--- src/rtl/cpu_sequencer_if.sv ---
// Datapath-side bus of the run sequencer: control_unit write requests and
// memory readiness flow into the sequencer, gated write strobes flow out.
interface cpu_sequencer_if #(
    parameter int ADDR_W = 16
);
    logic [ADDR_W-1:0] pc;
    logic              dest_a_req;
    logic              dest_d_req;
    logic              dest_m_req;
    logic              set_pc_req;
    logic              mem_ready;
    logic              ir_load;
    logic              reg_a_en;
    logic              reg_d_en;
    logic              reg_m_en;
    logic              pc_write;
    logic              pc_inc;

    // Datapath / control side: produces requests, consumes strobes
    modport master (
        output pc, dest_a_req, dest_d_req, dest_m_req, set_pc_req, mem_ready,
        input  ir_load, reg_a_en, reg_d_en, reg_m_en, pc_write, pc_inc
    );

    // Sequencer side: consumes requests, produces strobes
    modport slave (
        input  pc, dest_a_req, dest_d_req, dest_m_req, set_pc_req, mem_ready,
        output ir_load, reg_a_en, reg_d_en, reg_m_en, pc_write, pc_inc
    );
endinterface

--- src/rtl/cpu_sequencer.sv ---
// Multi-cycle run controller for the 16-bit A/D/M accumulator CPU.
// Steps each instruction through FETCH, EXECUTE and WRITEBACK, turning the
// control unit's write requests into one-cycle strobes, and provides
// run/halt/single-step control, a PC breakpoint and activity counters.
module cpu_sequencer #(
    parameter int ADDR_W = 16,
    parameter int CNT_W  = 32
) (
    input  logic              clk,
    input  logic              rst_n,
    input  logic              run,
    input  logic              step,
    input  logic              halt,
    input  logic              bp_en,
    input  logic [ADDR_W-1:0] bp_addr,
    cpu_sequencer_if.slave    bus,
    output logic [1:0]        state,
    output logic              halted,
    output logic              bp_hit,
    output logic [CNT_W-1:0]  cycle_count,
    output logic [CNT_W-1:0]  instr_count
);

    typedef enum logic [1:0] {
        S_HALT      = 2'd0,
        S_FETCH     = 2'd1,
        S_EXECUTE   = 2'd2,
        S_WRITEBACK = 2'd3
    } seq_state_t;

    seq_state_t cur_state;
    logic       run_mode;
    logic       halt_pending;
    logic       bp_skip;
    logic       bp_match;
    logic       wb_done;

    assign state  = cur_state;
    assign halted = (cur_state == S_HALT);

    // Breakpoint match (suppressed for the first fetch after leaving HALT) and WRITEBACK completion
    always_comb begin
        bp_match = bp_en && (bus.pc == bp_addr) && !bp_skip;
        wb_done  = (cur_state == S_WRITEBACK) && (!bus.dest_m_req || bus.mem_ready);
    end

    // Strobes are pure decodes of state and requests so a reset drops them immediately
    always_comb begin
        bus.ir_load  = (cur_state == S_FETCH) && !bp_match;
        bus.reg_a_en = wb_done && bus.dest_a_req;
        bus.reg_d_en = wb_done && bus.dest_d_req;
        bus.reg_m_en = wb_done && bus.dest_m_req;
        bus.pc_write = wb_done && bus.set_pc_req;
        bus.pc_inc   = wb_done && !bus.set_pc_req;
    end

    // Instruction schedule plus debug control; a halt request only takes effect at retirement
    always_ff @(posedge clk or negedge rst_n) begin
        if (!rst_n) begin
            cur_state    <= S_HALT;
            run_mode     <= 1'b0;
            halt_pending <= 1'b0;
            bp_skip      <= 1'b0;
            bp_hit       <= 1'b0;
        end else begin
            case (cur_state)
                S_HALT: begin
                    if (run || step) begin
                        cur_state    <= S_FETCH;
                        run_mode     <= run;
                        bp_hit       <= 1'b0;
                        halt_pending <= 1'b0;
                        bp_skip      <= 1'b1;
                    end
                end
                S_FETCH: begin
                    if (halt) begin
                        halt_pending <= 1'b1;
                    end
                    if (bp_match) begin
                        cur_state <= S_HALT;
                        bp_hit    <= 1'b1;
                    end else begin
                        cur_state <= S_EXECUTE;
                        bp_skip   <= 1'b0;
                    end
                end
                S_EXECUTE: begin
                    if (halt) begin
                        halt_pending <= 1'b1;
                    end
                    cur_state <= S_WRITEBACK;
                end
                S_WRITEBACK: begin
                    if (halt) begin
                        halt_pending <= 1'b1;
                    end
                    if (wb_done) begin
                        if (halt_pending || halt || !run_mode) begin
                            cur_state <= S_HALT;
                        end else begin
                            cur_state <= S_FETCH;
                        end
                    end
                end
                default: cur_state <= S_HALT;
            endcase
        end
    end

    // Free-running wrap-around counters of busy cycles and retired instructions
    always_ff @(posedge clk or negedge rst_n) begin
        if (!rst_n) begin
            cycle_count <= '0;
            instr_count <= '0;
        end else begin
            if (cur_state != S_HALT) begin
                cycle_count <= cycle_count + CNT_W'(1);
            end
            if (wb_done) begin
                instr_count <= instr_count + CNT_W'(1);
            end
        end
    end

endmodule
--- src/flat_wrapper.sv ---
// flat-port wrapper written by rule: the top's interface ports become plain ports
module cpu_sequencer_flat 
#(
    parameter int ADDR_W = 16,
    parameter int CNT_W  = 32
)
  (clk, rst_n, run, step, halt, bp_en, bp_addr, state, halted, bp_hit, cycle_count, instr_count, bus_pc, bus_dest_a_req, bus_dest_d_req, bus_dest_m_req, bus_set_pc_req, bus_mem_ready, bus_ir_load, bus_reg_a_en, bus_reg_d_en, bus_reg_m_en, bus_pc_write, bus_pc_inc);
  cpu_sequencer_if #(.ADDR_W(ADDR_W)) bus_i ();
  input  logic clk;
  input  logic rst_n;
  input  logic run;
  input  logic step;
  input  logic halt;
  input  logic bp_en;
  input  logic [ADDR_W-1:0] bp_addr;
  output logic [1:0] state;
  output logic halted;
  output logic bp_hit;
  output logic [CNT_W-1:0] cycle_count;
  output logic [CNT_W-1:0] instr_count;
  input wire logic [$bits(bus_i.pc)-1:0] bus_pc;
  input wire logic [$bits(bus_i.dest_a_req)-1:0] bus_dest_a_req;
  input wire logic [$bits(bus_i.dest_d_req)-1:0] bus_dest_d_req;
  input wire logic [$bits(bus_i.dest_m_req)-1:0] bus_dest_m_req;
  input wire logic [$bits(bus_i.set_pc_req)-1:0] bus_set_pc_req;
  input wire logic [$bits(bus_i.mem_ready)-1:0] bus_mem_ready;
  output wire logic [$bits(bus_i.ir_load)-1:0] bus_ir_load;
  output wire logic [$bits(bus_i.reg_a_en)-1:0] bus_reg_a_en;
  output wire logic [$bits(bus_i.reg_d_en)-1:0] bus_reg_d_en;
  output wire logic [$bits(bus_i.reg_m_en)-1:0] bus_reg_m_en;
  output wire logic [$bits(bus_i.pc_write)-1:0] bus_pc_write;
  output wire logic [$bits(bus_i.pc_inc)-1:0] bus_pc_inc;
  assign bus_i.pc = bus_pc;
  assign bus_i.dest_a_req = bus_dest_a_req;
  assign bus_i.dest_d_req = bus_dest_d_req;
  assign bus_i.dest_m_req = bus_dest_m_req;
  assign bus_i.set_pc_req = bus_set_pc_req;
  assign bus_i.mem_ready = bus_mem_ready;
  assign bus_ir_load = bus_i.ir_load;
  assign bus_reg_a_en = bus_i.reg_a_en;
  assign bus_reg_d_en = bus_i.reg_d_en;
  assign bus_reg_m_en = bus_i.reg_m_en;
  assign bus_pc_write = bus_i.pc_write;
  assign bus_pc_inc = bus_i.pc_inc;
  cpu_sequencer #(.ADDR_W(ADDR_W), .CNT_W(CNT_W)) u_core (.clk(clk), .rst_n(rst_n), .run(run), .step(step), .halt(halt), .bp_en(bp_en), .bp_addr(bp_addr), .bus(bus_i), .state(state), .halted(halted), .bp_hit(bp_hit), .cycle_count(cycle_count), .instr_count(instr_count));
endmodule
--- config.mk ---
export PLATFORM = sky130hd
export DESIGN_NAME = cpu_sequencer_flat
export DESIGN_NICKNAME = d
export VERILOG_FILES = /design/src/rtl/cpu_sequencer_if.sv /design/src/rtl/cpu_sequencer.sv /design/src/flat_wrapper.sv
export SDC_FILE = /design/constraint.sdc
export NUM_CORES = 1
export LEC_CHECK = 0
export BUFFER_PORTS_ARGS = -buffer_cell sky130_fd_sc_hd__buf_4
export CAP_MARGIN = 10
export CORE_ASPECT_RATIO = 2
export CORE_MARGIN = 4
export CORE_UTILIZATION = 50
export CTS_CLUSTER_SIZE = 20
export DETAILED_ROUTE_END_ITERATION = 6
export PLACE_DENSITY = 0.79
export SETUP_SLACK_MARGIN = 0.02
export SLEW_MARGIN = 20
export SYNTH_ARGS = -nofsm -noshare
export SYNTH_HDL_FRONTEND = slang
export SYNTH_SLANG_ARGS = --single-unit
--- constraint.sdc ---
create_clock -name clk -period 1.7 [get_ports clk]
set_input_delay 0.34 -clock clk [delete_from_list [all_inputs] [get_ports clk]]
set_output_delay 0.34 -clock clk [all_outputs]
set_load 0.05 [all_outputs]
==> results_dict.tcl <==
set metrics [dict create \
    worstPathCellList "nor2b_1 > o2111ai_1 > nor4_2 > a21oi_2 > buf_6" \
    port_buffers 116 \
    synthAdderAreaFrac_pct 0.722 \
    row_count 42 \
    synth_top_family_by_area "simple AND/OR/NAND/NOR gates" \
    ioPinCount 117 \
    clkSinkCount 70 \
    clkTransAtPathRegs_ns 0.05 \
    rsz0062_at_grt "true" \
    vias 3058 \
    initial_core_util_pct 51.9 \
    post-route-period-util_pct 107 \
    synth_area_um2 3470 \
    die_area_um2 8410 \
    postSynth.asyncResetShare_pct 100 \
    n_fill_cell 451 \
    cts-root-buf "clkbuf_16" \
    cts_tree "built" \
    synth_most_common_cell "dfrtp_1" \
    initialDrtViolationCount 226 \
    grt_max_degree 41 \
    drc 0 \
    fp.dieW_um 66.9 \
    crit_path_end_kind "output port" \
    first_pass_iters 4 \
    hold_viol 0 \
    drive_gt1_share_pct 48.8 \
    cts_buffers 9 \
    synth_flop_cell "dfrtp_1" \
    max-vdd-ir-drop_mv 0.947 \
    antenna_found_initial 0 \
    synthSimpleGateAreaFrac_pct 23.5 \
    hold_path.class "primary input to flop" \
    rrSetupSlack_ns 0.01 \
    final_core_util_pct 77.4 \
    critPathArrivalTime_ns 1.49 \
    status "complete, but fails checks" \
    yosysWarnings 0 \
    gp_congestion 0.790 \
    p_per_area_nw_per_um2 1290 \
    ys_seq_area_share_pct 50.5 \
    design.core.area_um2 6670 \
    n_antenna_cell 0 \
    synth_area_leaders "dfrtp_1 (51%), xnor2_1 (12%), xor2_1 (7.3%), and3_1 (3.2%), nand4_1 (3.1%)" \
    area_delta_synth_final_pct 49.0 \
    overflow 0 \
    placed_area_um2 4610 \
    slew_headroom_pct 64.4 \
    insertion_delay_ns 0.33 \
    wl_per_cell_um 16.6 \
    crit_path_start_kind "flop" \
    die_h_um 126 \
    critPathMaxStageDelay_ns 0.38 \
    design_area_um2 5160 \
    synth_seq_cells 70 \
    ant_nets 0 \
    dpl.hpwl_um 6550 \
    h-tree-depth 3 \
    finalCriticalPeriod_ns 1.83 \
    fin_ws_ns -0.126 \
    synth-edff-count 0 \
    grt_pass1_wl_um 14300 \
    syn_inst 316 \
    finalPower_mw 6.66 \
    crit_required_ns 1.36 \
    cap_viol_max_count 0 \
    grt_pass1_vias 3083 \
    synth-xor-area-share_pct 19.0 \
    synth_common_cells "dfrtp_1 (70), xnor2_1 (46), xor2_1 (29)" \
    avgSynthCellArea_um2 11.0 \
    synth_compound_area_share_pct 3.10 \
    p_leak_nw 2.48 \
    ys_types 38 \
    clock_skew_ns 0.00699 \
    violations "setup timing" \
    slowest_stage "dfrtp_1" \
    crit_path_max_fanout 2 \
    tns_ns -0.126 \
    synthMuxAreaShare_pct 0.650 \
    cts_buffer_depth 2 \
    synthesis.nets 361 \
    synth_top_area_share_pct 50.5 \
    fmax_mhz 548 \
    crit_type "flop to output port" \
    finalMaxSlewViolations 0 \
    via_per_inst 5.53 \
    yosysTopAreaCell "dfrtp_1" \
    nets 505 \
    setup_viol 1 \
    worst_pin_slew_ns 0.534 \
    grt.total_usage_pct 21.9 \
    wirelength_um 9200 \
]
## worst max-delay path, delay by kind of cell (launching register included)
family	cells	cell delay, ns
and+or+nand+nor	2	0.38
DFF	1	0.38
buffers and inverters	1	0.16
AOI/OAI and AO/OA	2	0.23
## stage by stage
stage / setup WS, ns / std cells / hold slack (ns)
3_5_place_dp: -0.0498 / 522 / 0.352
3_3_place_gp: -0.0161 / 522 / 0.354
6_report: -0.126 / 553 / 0.249
4_1_cts: -0.143 / 544 / 0.236
2_1_floorplan: 0.0121 / 316 / 0.0444
5_1_grt: -0.306 / 553 / 0.261
## what timing repair did
item	in CTS	in global routing
endpoints found under the setup margin	7	27
setup buffers	5	8
hold buffers	1	0
cloned	0	1
pin swaps	5	14
resized for setup	11	21
endpoints found under the hold margin	6	0
## final cells by class
| cell class | count | area (µm²) | share of cell area (%) |
|---|---|---|---|
| clock buffers | 11 | 243 | 4.70 |
| inverters | 8 | 33.8 | 0.654 |
| multi-input cells | 227 | 1780 | 34.5 |
| well taps | 88 | 110 | 2.13 |
| flip-flops and latches | 70 | 1800 | 34.8 |
| clock inverters | 5 | 50.0 | 0.969 |
| repair buffers | 144 | 1150 | 22.2 |
## final timing paths
check / startpoint / end / cells after the start
hold / removal: run / u_core.run_mode / 2
max in group asynchronous: rst_n / u_core.cycle_count[12] / 3
hold reg to reg: u_core.instr_count[7] / u_core.instr_count[7] / 1
min in group asynchronous: rst_n / u_core.instr_count[15] / 2
setup reg to reg: flop / u_core.instr_count[25] / 5
setup / recovery: u_core.bp_skip / bus_ir_load / 5
## power breakdown
| group | total [mW] | switching [mW] | internal, mW |
|---|---|---|---|
| logic | 2.60 | 1.57 | 1.02 |
| clock network | 1.83 | 0.666 | 1.16 |
| registers | 2.24 | 0.317 | 1.92 |
| total | 6.66 | 2.55 | 4.11 |
## sequential cells by signal, indices dropped and copies added, names as in the netlist, named ones only
signal	count
u_core.instr_count	32
u_core.halt_pending	1
u_core.cycle_count	32
u_core.bp_hit	1
u_core.state	1
u_core.run_mode	1
u_core.bp_skip	1
## cells in the final DEF, fill, tap and decap left out, types with 2 or more instances in the layout
| cell type | count |
|---|---|
| nor4_1 | 8 |
| nand4_1 | 17 |
| nor4_4 | 4 |
| inv_1 | 6 |
| xor2_1 | 29 |
| and2_1 | 7 |
| and3_4 | 6 |
| mux2_2 | 2 |
| nand2_1 | 19 |
| nand2b_1 | 2 |
| clkbuf_16 | 9 |
| xnor2_1 | 46 |
| nand4_4 | 2 |
| nand3_1 | 21 |
| nor3_1 | 6 |
| nor2_1 | 7 |
| buf_6 | 6 |
| dfrtp_2 | 38 |
| buf_4 | 132 |
| clkinv_2 | 4 |
| dfrtp_1 | 32 |
| buf_8 | 4 |
| and4_1 | 11 |
| a21oi_1 | 2 |
| nor3_2 | 2 |
| and3_1 | 12 |
## routing by layer
metal / vias up / GRT usage (%) / part of all wire [%]
li1: 1403 / - / -
met1: 1515 / 23.8 / 35
met2: 125 / 39.8 / 56
met3: 15 / 6.77 / 7.7
met4: 0 / 6.10 / 1.6
met5: - / 0 / 0
## cells by family (layout without fill, tap and decap cells)
family,after synthesis,after routing
AND/OR/NAND/NOR,134,135
XOR/XNOR,75,75
flip-flops,70,70
buffers and inverters,20,168
AO/OA/AOI/OAI,13,13
adder cells (fa/ha/maj),2,2
multiplexers,2,2
Power figures use the tool's default switching activity.
